**config.mk**
```make
export PLATFORM = sky130hd
export DESIGN_NAME = fifo_occupancy_ctrl
export DESIGN_NICKNAME = d
export VERILOG_FILES = /design/src/rtl/fifo_pkg.sv /design/src/rtl/fifo_flag_gen.sv /design/src/rtl/fifo_occupancy_ctrl.sv
export SDC_FILE = /design/constraint.sdc
export NUM_CORES = 1
export LEC_CHECK = 0
export BUFFER_PORTS_ARGS = -buffer_cell sky130_fd_sc_hd__buf_2
export CAP_MARGIN = 30
export CORE_MARGIN = 5
export CORE_UTILIZATION = 45
export DETAILED_ROUTE_END_ITERATION = 16
export GPL_TIMING_DRIVEN = 0
export PLACE_DENSITY = 0.81
export SYNTH_ARGS = -nofsm -noshare
export SYNTH_HDL_FRONTEND = slang
export SYNTH_SLANG_ARGS = --single-unit
```
**constraint.sdc**
```tcl
create_clock -name clk -period 1.95 [get_ports clk]
set_clock_uncertainty 0.2 [all_clocks]
set_input_delay 0.39 -clock clk [delete_from_list [all_inputs] [get_ports clk]]
set_output_delay 0.39 -clock clk [all_outputs]
set_load 0.1 [all_outputs]
```
**src/rtl/fifo_pkg.sv**
```systemverilog
`default_nettype none
// ============================================================================
// Module      : fifo_pkg
// Description : Shared depth, address/count types, flag threshold defaults
//               and write-port state encoding for the FIFO control slice.
// Revision    : 1.0 - initial release
// ============================================================================
package fifo_pkg;

    localparam int W_DEPTH   = 8;                      // entries, power of two >= 4
    localparam int W_ADDR    = $clog2(W_DEPTH);
    localparam int W_CNT     = $clog2(W_DEPTH + 1);    // must represent 0..W_DEPTH
    localparam int AF_TH_DEF = W_DEPTH - 2;
    localparam int AE_TH_DEF = 2;

    typedef logic [W_ADDR-1:0] addr_t;
    typedef logic [W_CNT-1:0]  cnt_t;

    // Write port: WRITE is the cycle in which ena_wr is driven to the RAM
    typedef enum logic [0:0] {
        WR_IDLE  = 1'b0,
        WR_WRITE = 1'b1
    } wr_state_t;

endpackage : fifo_pkg
`default_nettype wire

```
**src/rtl/fifo_flag_gen.sv**
```systemverilog
`default_nettype none
// ============================================================================
// Module      : fifo_flag_gen
// Description : Purely combinational next-count to status-flag decode.
//               Kept clock-free so an async FIFO variant can reuse it.
// Revision    : 1.0 - initial release
// ============================================================================
module fifo_flag_gen
    import fifo_pkg::*;
#(
    parameter int AF_TH = AF_TH_DEF,
    parameter int AE_TH = AE_TH_DEF
) (
    input  cnt_t i_count_next,
    output logic o_full,
    output logic o_empty,
    output logic o_almost_full,
    output logic o_almost_empty
);

    localparam cnt_t c_full = cnt_t'(W_DEPTH);
    localparam cnt_t c_af   = cnt_t'(AF_TH);
    localparam cnt_t c_ae   = cnt_t'(AE_TH);

    // Threshold compares on the count that will be registered this edge
    always_comb begin
        o_full         = (i_count_next == c_full);
        o_empty        = (i_count_next == '0);
        o_almost_full  = (i_count_next >= c_af);
        o_almost_empty = (i_count_next <= c_ae);
    end

endmodule : fifo_flag_gen
`default_nettype wire

```
**src/rtl/fifo_occupancy_ctrl.sv**
```systemverilog
`default_nettype none
// ============================================================================
// Module      : fifo_occupancy_ctrl
// Description : Write-side pointer and occupancy controller. Accepts
//               push/pop, drives RAM write enable/address one cycle after an
//               accepted push, keeps registered full/empty/almost flags and
//               sticky overflow/underflow errors. Depth comes from fifo_pkg.
// Revision    : 1.0 - initial release
// ============================================================================
module fifo_occupancy_ctrl
    import fifo_pkg::*;
#(
    parameter int AF_TH = AF_TH_DEF,
    parameter int AE_TH = AE_TH_DEF
) (
    input  logic  clk,
    input  logic  rst,
    input  logic  push,
    input  logic  pop,
    input  logic  clear_err,
    output logic  ena_wr,
    output addr_t addr_wr,
    output logic  full_flag,
    output logic  empty_flag,
    output logic  almost_full,
    output logic  almost_empty,
    output cnt_t  count,
    output logic  overflow_err,
    output logic  underflow_err
);

    localparam cnt_t c_full = cnt_t'(W_DEPTH);

    wr_state_t r_wr_state;
    wr_state_t w_wr_state_next;
    addr_t     r_head;
    cnt_t      w_count_next;
    logic      w_push_ok;
    logic      w_pop_ok;
    logic      w_full_next;
    logic      w_empty_next;
    logic      w_af_next;
    logic      w_ae_next;
    logic      w_ovf_set;
    logic      w_udf_set;

    // A pop frees a slot in the same edge, so a full FIFO can still take a push
    assign w_push_ok = push & (~full_flag | pop);
    assign w_pop_ok  = pop & ~empty_flag;
    assign w_ovf_set = push & full_flag & ~pop;
    assign w_udf_set = pop & empty_flag;

    // The address stays on the slot being written until ena_wr drops
    assign addr_wr = r_head;

    // Next occupancy: simultaneous accepted push and pop cancel out
    always_comb begin
        w_count_next = count;
        if (w_push_ok && !w_pop_ok) begin
            w_count_next = count + cnt_t'(1);
        end else if (w_pop_ok && !w_push_ok) begin
            w_count_next = count - cnt_t'(1);
        end
    end

    fifo_flag_gen #(
        .AF_TH (AF_TH),
        .AE_TH (AE_TH)
    ) u_flag_gen (
        .i_count_next   (w_count_next),
        .o_full         (w_full_next),
        .o_empty        (w_empty_next),
        .o_almost_full  (w_af_next),
        .o_almost_empty (w_ae_next)
    );

    // Write-port state register
    always_ff @(posedge clk) begin
        if (rst) begin
            r_wr_state <= WR_IDLE;
        end else begin
            r_wr_state <= w_wr_state_next;
        end
    end

    // Write-port next state and enable; an accepted push always (re)enters WRITE
    always_comb begin
        w_wr_state_next = WR_IDLE;
        ena_wr          = 1'b0;
        case (r_wr_state)
            WR_IDLE: begin
                if (w_push_ok) w_wr_state_next = WR_WRITE;
            end
            WR_WRITE: begin
                ena_wr = 1'b1;
                if (w_push_ok) w_wr_state_next = WR_WRITE;
            end
            default: w_wr_state_next = WR_IDLE;
        endcase
    end

    // Head advances at the edge that ends a WRITE cycle; wraps naturally
    always_ff @(posedge clk) begin
        if (rst) begin
            r_head <= '0;
        end else if (r_wr_state == WR_WRITE) begin
            r_head <= r_head + addr_t'(1);
        end
    end

    // Occupancy and flags update together from the next count
    always_ff @(posedge clk) begin
        if (rst) begin
            count        <= '0;
            full_flag    <= 1'b0;
            empty_flag   <= 1'b1;
            almost_full  <= 1'b0;
            almost_empty <= 1'b1;
        end else begin
            count        <= w_count_next;
            full_flag    <= w_full_next;
            empty_flag   <= w_empty_next;
            almost_full  <= w_af_next;
            almost_empty <= w_ae_next;
        end
    end

    // Sticky errors; a new error in the clearing cycle wins over the clear
    always_ff @(posedge clk) begin
        if (rst) begin
            overflow_err  <= 1'b0;
            underflow_err <= 1'b0;
        end else begin
            overflow_err  <= w_ovf_set | (overflow_err  & ~clear_err);
            underflow_err <= w_udf_set | (underflow_err & ~clear_err);
        end
    end

    a_count_range : assert property (@(posedge clk) disable iff (rst) count <= c_full);

endmodule : fifo_occupancy_ctrl
`default_nettype wire

```
* Word-level counts from Yosys, hierarchy flattened
Cells that the tools add are included.
** Word-level totals
- Bits in registers :: 14
- Latch bits :: 0
- Memory bits (writable) :: 0
- Bits in read-only memories :: 0
- Input port bits :: 5
- Output and inout bits :: 14
- Word-level logic and storage cells :: 38
- Memories :: 0
** Operators by class
- $add $sub $neg :: 3
- Multipliers :: 0
- Divide/modulo/power cells :: 0
- Order comparisons :: 2
- Equality and inequality tests :: 1
- Shift operators :: 0
- Muxes and demuxes :: 4
- Bitwise gates (word level) :: 14
- Reduce and logical (&&, ||, !) cells :: 5
** Operators by type and width (count)
- $mux 4 :: 2
- $and 1x1->1 :: 7
- $add 4x1->4 const B :: 1
- $eq 4x4->1 const B :: 1
- $ge 4x3->1 const B :: 1
- $le 4x2->1 const B :: 1
- $logic_not 4->1 :: 1
- $not 1->1 :: 4
- $sub 4x1->4 const B :: 1
- $add 3x1->3 const B :: 1
- $or 1x1->1 :: 3
- $logic_and 1x1->1 :: 2
- $logic_not 1->1 :: 2
- $mux 1 :: 2

* Logic depth before layout (Yosys ltp)
Gate-level depths: netlist (run 1).
- Depth after elaboration :: 8
- Gate-level depth with buffers :: 7
- Mapped depth without buffers :: 6

* Hierarchy
Synthesis (run 1) repeated with hierarchy kept, for this count alone.
** Second synthesis, totals
- Cell total of the unflattened synthesis :: 70
- Area total of the unflattened synthesis :: 721.9 um^2
** Modules (own cells, without submodules)
- fifo_occupancy_ctrl :: instances 1, cells an instance 66, area an instance 679.4 um^2, seq. area each 280.3 um^2
- fifo_flag_gen :: instances 1, cells an instance 4, area an instance 42.5 um^2, seq. area each 0.0 um^2

* Worst setup path before layout (run 1)
Ideal clock, no wire load.
- Kind :: register to register
- Start point :: register count[0]
- End point :: register almost_full
- Setup time :: 0.115 ns
- Data arrival time :: 2.289 ns
- Required time :: 1.635 ns
- Slack :: -0.654 ns
- Stages on the path, launching flop included :: 7
- Path buffers :: 1
- Clock period less this slack :: 2.604 ns
- Path through :: dfxtp_1 -> buf_2 -> inv_1 -> ha_1 -> a22o_2 -> mux2_4 -> a21o_2
** On the way
- Word-level cells in the longest chain between the ends :: 4
- Elaborated cells on any way between the ends :: 5
- Those cells by class :: add/sub: 2; order compare: 1; mux: 2
** Ends and longest elaborated chain
- start: declaration :: RTL line fifo_occupancy_ctrl.sv:27 : output cnt_t count,
- start signal: assignment :: RTL line fifo_occupancy_ctrl.sv:120 : count <= w_count_next;
- $sub 4x1->4 :: RTL line fifo_occupancy_ctrl.sv:62 : w_count_next = count - cnt_t'(1);
- $mux 4 :: RTL line fifo_occupancy_ctrl.sv:61 : end else if (w_pop_ok && !w_push_ok) begin
- $mux 4 * :: RTL line fifo_occupancy_ctrl.sv:59 : if (w_push_ok && !w_pop_ok) begin
- $ge 4x3->1 * :: RTL line fifo_flag_gen.sv:29 : o_almost_full = (i_count_next >= c_af);
- end signal: assignment :: RTL line fifo_occupancy_ctrl.sv:123 : almost_full <= w_af_next;
- end: declaration :: RTL line fifo_occupancy_ctrl.sv:25 : output logic almost_full,
Mark *: on every way between the ends. The rest lies on a longest branch, timed or not.
A chain may end at the register's enable or synchronous reset.

* Worst setup path after layout (run 1)
- Start point :: register empty_flag
- End point :: register empty_flag
** On the way
- Word-level cells in the longest chain between the ends :: 6
- Elaborated cells on any way between the ends :: 8
- Those cells by class :: mux: 2; bitwise: 2; reduce/logical: 4
** Ends and longest elaborated chain
- start: declaration :: RTL line fifo_occupancy_ctrl.sv:24 : output logic empty_flag,
- start signal: assignment :: RTL line fifo_occupancy_ctrl.sv:122 : empty_flag <= w_empty_next;
- $not 1->1 * :: RTL line fifo_occupancy_ctrl.sv:49 : assign w_pop_ok = pop & ~empty_flag;
- $and 1x1->1 * :: RTL line fifo_occupancy_ctrl.sv:49
- $logic_and 1x1->1 or $logic_not 1->1 (tied branches) :: RTL line fifo_occupancy_ctrl.sv:61, fifo_occupancy_ctrl.sv:59
- $mux 4 or $logic_and 1x1->1 (tied branches) :: RTL line fifo_occupancy_ctrl.sv:61, fifo_occupancy_ctrl.sv:59
- $mux 4 * :: RTL line fifo_occupancy_ctrl.sv:59
- $logic_not 4->1 * :: RTL line fifo_flag_gen.sv:28 : o_empty = (i_count_next == '0);
Marked as above.

==> metrics.md, run 1 <==
| Metric | Value |
|---|---|
| Post-CTS Resized | 0 |
| Commonest non-fill, non-tap cell in the layout | buf_2 |
| Area grow syn2layout | 25.2% |
| Via-to-Cell Ratio | 5.35 |
| WP data arrival | 1.81 ns |
| Worst R2R Path Depth | 5 |
| Syn Nets | between 80 and 90 |
| CP required | 1.91 ns |
| Slew Limit Fails | 0 |
| Post-synthesis average cell area | 9.93 um^2 |
| Crit path max fanout | 5 |
| Die Width | just over 50 um |
| Critical Path Source | empty_flag$_SDFF_PP1_ |
| Synth async-reset ratio | 0 |
| Post-route antenna net violation count | 0 |
| Ant. Diodes | 0 |
| Max-Cap Viols | 0 |
| Via Count | 594 |
| Cell Area, Synth | between 700 and 800 um^2 |
| Wire length per cell | approximately 13 um |
| Critical path type | flip-flop to flip-flop |
| P per Cell Area | 1580 nW/um^2 |
| Overall Global Routing Usage | 0.128 |
| Leakage | 0.422 nW |
| First-pass GRT wire length | 2570 um |
| Crit start category | flip-flop |
| Reg-to-reg setup timing slack | 0.1 ns |
| Gr ovfl total | 0 |
| Post-Synthesis Cells | 75 |
| 1st-pass router iterations | 4 |
| CTS hold repair buffers | 0 |
| Status | completed |
| Rel. slew slack | 0.674 |
| Cell variety after synth | 36 |
| Worst skew pair latency | approximately 0.28 ns |
| Sequential fraction of the synthesis area | 0.376 |
| Post-Route Setup TNS | 0 ns |
| Largest net degree at the start of global routing | 11 |
| Fillers | approximately 140 |
| Port bufs | 16 |
| Die height | ~50 um |
| Syn. warnings | 0 |
| RR Endpoint | empty_flag$_SDFF_PP1_ |
| Iter 0 DRT Violations | 9 |
| Hold WC Path Type | input port to flip-flop |
| Final hold vios | 0 |
| Tcrit/Tclk final | 0.949 |
| CTS tree | yes |
| Synth Register Bits | 14 |
| CTS Buf Count | 3 |
| RePlAce Congestion | 0.779 |
| Core Box Area | 1540 um^2 |
| Final net count | 104 |
| IO Count | 19 |
| Most frequent cells in the layout | 16 x buf_2, 10 x nor2_1, 9 x dfxtp_1 |
| FF/Latch Area | 297 um^2 |
| Final HPWL DP | between 1000 and 1500 um |
| Initial antenna violation count | 0 |
| Post-CTS Setup Repair Bufs | 0 |
| VDD IR-drop max | 0.000921 V |
| Die ar. | 2570 um^2 |
| DR DRC count | 0 |
| CTS sink cnt | 14 |
| Final setup violation count | 0 |
| Nature of the critical path endpoint | flip-flop |
| Share of cells above drive strength 1 | 0.432 |
| Starting density of the core | 0.483 |
| Max Clock Freq | 540 MHz |
| Row cnt | 14 |
| Top_reg_cell synth | dfxtp_1 |
| Vias in the first global route | roughly 590 |
| Crit path capture | empty_flag$_SDFF_PP1_ |
| H-tree depth | 1 |
| Final min period | 1.85 ns |
| Worst reg2reg startpoint | empty_flag$_SDFF_PP1_ |
| Clk slew on worst S/H paths | 0.08 ns |
| Multi-input logic area | between 400 and 500 um^2 |
| EDFF count, synth | 0 |
| Total wire length | 1460 um |
| CTS root buffer | clkbuf_4 |
| RSZ-0062 raised after global routing | false |
| Actual slew at the worst max-slew pin | 0.492 ns |
| Pwr Total | about 1.5 mW |
| Max clock buf depth | 2 |
routing by layer:
metal	share of wire	routed length, um	global-route usage	vias up
li1	-	-	-	303
met1	0.44	639	0.155	275
met2	0.49	713	0.202	11
met3	0.045	66	0.0207	5
met4	0.026	38	0.0894	0
met5	0	0	0	-
per-stage QoR:
step                area [um^2]  cells  setup WS, ns  hold WS [ns]  utilization
floorplan                   796     75       0.00758         0.385            -
global placement            896    107       -0.0571         0.265        0.581
detailed placement          896    107       -0.0880         0.276        0.581
CTS                         932    111        0.0835         0.186        0.605
global route                932    111        0.0182         0.192        0.605
finish                      932    111        0.0988         0.203        0.605
power breakdown:
group	leakage [nW]	switching, mW	total, mW	internal (mW)
combinational	0.283	0.615	0.852	0.237
clock	0.0210	0.0930	0.207	0.114
sequential	0.118	0.0532	0.412	0.359
total	0.422	0.761	1.47	0.710
registers in the layout, indices dropped and copies added, names as in the netlist:
| register | cells |
|---|---|
| r_wr_state | 1 |
| almost_empty | 1 |
| almost_full | 1 |
| underflow_err | 1 |
| addr_wr | 3 |
| count | 4 |
| overflow_err | 1 |
| full_flag | 1 |
| empty_flag | 1 |
layout make-up:
class,count,share of cell area
repair buffers,16,0.0859
flip-flops and latches,14,0.318
clock buffers,4,0.0389
inverters,6,0.0242
well taps,16,0.0215
plain buffers,4,0.0403
multi-input cells,51,0.471
critical path, stage by stage (launching register included):
cell and delay, ns:
dfxtp_4 0.37, and2_4 0.17, o21a_1 0.23, a22o_4 0.24, a311oi_1 0.41, a211oi_2 0.12
cell families (layout without fill, tap and decap cells):
| group | count (synthesis) | in the layout | synth area share |
|---|---|---|---|
| compound gates | 18 | 18 | 0.210 |
| xor+xnor | 3 | 3 | 0.0353 |
| fa+ha+maj | 3 | 3 | 0.0504 |
| buf+inv | 10 | 30 | 0.0639 |
| flops | 14 | 14 | 0.376 |
| mux | 3 | 3 | 0.0538 |
| simple gates | 24 | 24 | 0.210 |
synth_stat cells, drive strengths merged, types with 2 or more instances:
master  instances  share of area
inv             6          0.030
buf             3          0.029
and2            2          0.017
mux2            2          0.040
nor3b           2          0.035
ha              3          0.050
nor2b           2          0.017
xnor2           2          0.024
a21oi           4          0.027
nand2b          2          0.017
dfxtp          14           0.38
a211oi          2          0.034
nor2           10          0.050
how the worst min path moves through the flow:
stage	from	to	slack, ns	depth (start not counted)
after floorplan	clear_err	underflow_err$_SDFF_PP0_	0.39	3
after global placement	underflow_err$_SDFF_PP0_	underflow_err$_SDFF_PP0_	0.27	2
after detailed placement	overflow_err$_SDFF_PP0_	overflow_err$_SDFF_PP0_	0.28	2
after CTS	push	r_wr_state$_SDFF_PP0_	0.19	2
after global routing	push	r_wr_state$_SDFF_PP0_	0.19	2
final	push	r_wr_state$_SDFF_PP0_	0.20	2
Note: power is estimated with default switching activity, not from simulation.
==> inputs of run 2 (changes only) <==
--- a/config.mk
+++ b/config.mk
@@ -5,13 +5,13 @@
 export SDC_FILE = /design/constraint.sdc
 export NUM_CORES = 1
 export LEC_CHECK = 0
-export BUFFER_PORTS_ARGS = -buffer_cell sky130_fd_sc_hd__buf_2
 export CAP_MARGIN = 30
 export CORE_MARGIN = 5
-export CORE_UTILIZATION = 45
+export CORE_UTILIZATION = 50
 export DETAILED_ROUTE_END_ITERATION = 16
+export DONT_BUFFER_PORTS = 1
 export GPL_TIMING_DRIVEN = 0
-export PLACE_DENSITY = 0.81
+export PLACE_DENSITY = 0.77
 export SYNTH_ARGS = -nofsm -noshare
 export SYNTH_HDL_FRONTEND = slang
 export SYNTH_SLANG_ARGS = --single-unit
==> metrics.md, run 2 (synthesized netlist as in run 1, its figures left out) <==
| Metric | Value |
|---|---|
| Status | complete, but fails checks |
| Failing checks | negative setup slack |
| RePlAce Congestion | 0.760 (-2.3%) |
| Ant. Diodes | 0 (unchanged) |
| Die Width | 48.6 um (-4.1%) |
| Iter 0 DRT Violations | 13 (+4) |
| Largest register FFs | 4 (unchanged) |
| Final hold vios | 0 (unchanged) |
| Total wire length | 1610 um (+10%) |
| Multi-input logic area | 455 um^2 (+3.7%) |
| IO Count | 19 (unchanged) |
| Sequential Power Share | 0.520 (+0.240) |
| Die height | 48.6 um (-4.1%) |
| Die ar. | 2360 um^2 (-8.1%) |
| First-pass GRT wire length | 2440 um (-5.1%) |
| Clock power share | 0.137 (-0.004) |
| Hold Slack | 0.118 ns (-0.0857 ns) |
| H-tree depth | 1 (unchanged) |
| 1st-pass router iterations | 4 (unchanged) |
| CP required | 1.94 ns (+0.03 ns) |
| Hold path start | clear_err |
| Via-to-Cell Ratio | 5.57 (+4.0%) |
| P per Cell Area | 1560 nW/um^2 (-1.4%) |
| Fillers | 105 (-24%) |
| Crit path max fanout | 3 (-2) |
| GR Util met1 | 0.150 (-0.00500) |
| Peak per-stage delay on the critical path | 0.56 ns (+0.15 ns) |
| Core Box Area | 1450 um^2 (-5.7%) |
| Hold WC Path Type | input port to flip-flop |
| Post-Route Setup TNS | -0.0184 ns (-0.0184 ns) |
| RSZ-0062 raised after global routing | true |
| Area grow syn2layout | 33.8% |
| Sw Share | 0.507 (-0.0101) |
| Global-route track usage on met3 | 0.0399 (+0.0192) |
| Sw Pwr | 0.786 mW (+3.3%) |
| Commonest non-fill, non-tap cell in the layout | nor2_1 |
| Gr busiest metal | met2 |
| CTS root buffer | clkbuf_4 |
| Actual slew at the worst max-slew pin | 1.02 ns (+0.528 ns) |
| FF/Latch Area | 298 um^2 (+0.42%) |
| VDD IR-drop max | 0.000906 V (-1.6%) |
| CTS Buf Count | 3 (unchanged) |
| Crit start category | flip-flop |
| Core Util, Final | 0.685 (+0.0803) |
| Most frequent cells in the layout | 9 x nor2_1, 8 x dfxtp_1 |
| Hold Crit Depth | 3 (+1) |
| WP data arrival | 1.96 ns (+0.15 ns) |
| CTS hold repair buffers | 0 (unchanged) |
| Tcrit/Tclk final | 1.01 (+0.0601) |
| Max-Cap Viols | 0 (unchanged) |
| Rel. slew slack | 0.319 (-0.355) |
| Final HPWL DP | 1090 um (-5.3%) |
| CTS sink cnt | 14 (unchanged) |
| Starting density of the core | 0.512 (+0.0291) |
| Gr ovfl total | 0 (unchanged) |
| Via Count | 579 (-2.5%) |
| Post-route antenna net violation count | 0 (unchanged) |
| Max clock buf depth | 2 (unchanged) |
| Reg-to-reg setup timing slack | -0.02 ns (-0.12 ns) |
| Leakage | 0.410 nW (-2.7%) |
| Register name with the most flops | count |
| Final net count | 97 (-6.7%) |
| Worst R2R Path Depth | 6 (+1) |
| Slew Limit Fails | 0 (unchanged) |
| Final setup violation count | 1 (+1) |
| Share of cells above drive strength 1 | 0.420 (-0.0111) |
| Worst reg2reg startpoint | count[1]$_SDFF_PP0_ |
| Logic pwr share | 0.343 (-0.237) |
| Port bufs | 0 (-16) |
| Nature of the critical path endpoint | flip-flop |
| RR Endpoint | almost_full$_SDFF_PP0_ |
| Critical path, cell by cell | buf_8, inv_2, ha_4, a22o_4, mux2_4, a21o_2 |
| Hold EP | overflow_err$_SDFF_PP0_ |
| Overall Global Routing Usage | 0.131 (+0.00282) |
| CP max-delay cell | dfxtp_4 |
| Largest net degree at the start of global routing | 11 (unchanged) |
| Worst setup margin | -0.0184 ns (-0.117 ns) |
| Worst skew pair latency | 0.29 ns (about the same) |
| CTS tree | yes |
| Pre-CTS WS | -0.101 ns (-0.0133 ns) |
| Critical path type | flip-flop to flip-flop |
| Final min period | 1.97 ns (+0.117 ns) |
| Internal power | 0.763 mW (+7.6%) |
| Met2 usage | 0.198 (-0.00465) |
| Initial antenna violation count | 0 (unchanged) |
| Max Clock Freq | 508 MHz (-6.0%) |
| Clk slew on worst S/H paths | 0.09 ns (about the same) |
| Row cnt | 14 (unchanged) |
| Wire length per cell | 15.5 um (+18%) |
| Vias in the first global route | 532 (-9.4%) |
| DR DRC count | 0 (unchanged) |
## run 2: worst max-delay path by stage
stage / startpoint / endpoint / slack (ns) / cells past startpoint
final: count[1]$_SDFF_PP0_ / almost_full$_SDFF_PP0_ / -0.02 / 6
after detailed placement: count[1]$_SDFF_PP0_ / empty_flag$_SDFF_PP1_ / -0.10 / 6
after CTS: count[1]$_SDFF_PP0_ / almost_full$_SDFF_PP0_ / -0.03 / 6
after global routing: count[1]$_SDFF_PP0_ / almost_full$_SDFF_PP0_ / -0.06 / 6
after floorplan: count[0]$_SDFF_PP0_ / almost_full$_SDFF_PP0_ / 0.008 / 6
after global placement: count[1]$_SDFF_PP0_ / empty_flag$_SDFF_PP1_ / -0.1 / 6
## run 2: power groups by stage
stage               Clock, mW  Combinational [mW]  Sequential, mW
floorplan                   0               0.333           0.819
global placement            0               0.377           0.831
detailed placement          0               0.409           0.825
CTS                     0.218               0.488           0.822
global route            0.232               0.581           0.813
finish                  0.212               0.532           0.806
## run 2: area by class of cell
class | count | share of cell area
multi-input cells | 51 | 0.457
flip-flops and latches | 14 | 0.299
repair buffers | 9 | 0.121
plain buffers | 4 | 0.0415
clock buffers | 4 | 0.0364
inverters | 6 | 0.0251
well taps | 16 | 0.0201
## run 2: worst max-delay path: cells and delay by family, from the launching register on
kind,cells,cell delay (ns)
buffers and inverters,2,0.19
DFF,1,0.56
adders and majority gates,1,0.15
AOI/OAI and AO/OA,2,0.45
muxes,1,0.31
## run 2: repair_timing
item                                    in CTS  in global routing
endpoints found under the setup margin       4                  6
setup buffers                                4                  1
gates resized for setup                      4                  2
pin swaps                                    2                  1
## run 2: stage by stage
step / power (mW) / area [um^2] / instances
final: 1.55 / 996 / 104
after global placement: 1.21 / 816 / 91
after CTS: 1.53 / 953 / 101
after global routing: 1.63 / 996 / 104
after detailed placement: 1.23 / 855 / 93
after floorplan: 1.15 / 796 / 75
## run 2: layer usage
metal	part of all wire	up-vias
met5	0	-
met4	0.027	0
met3	0.067	5
met2	0.52	21
met1	0.39	264
li1	-	289
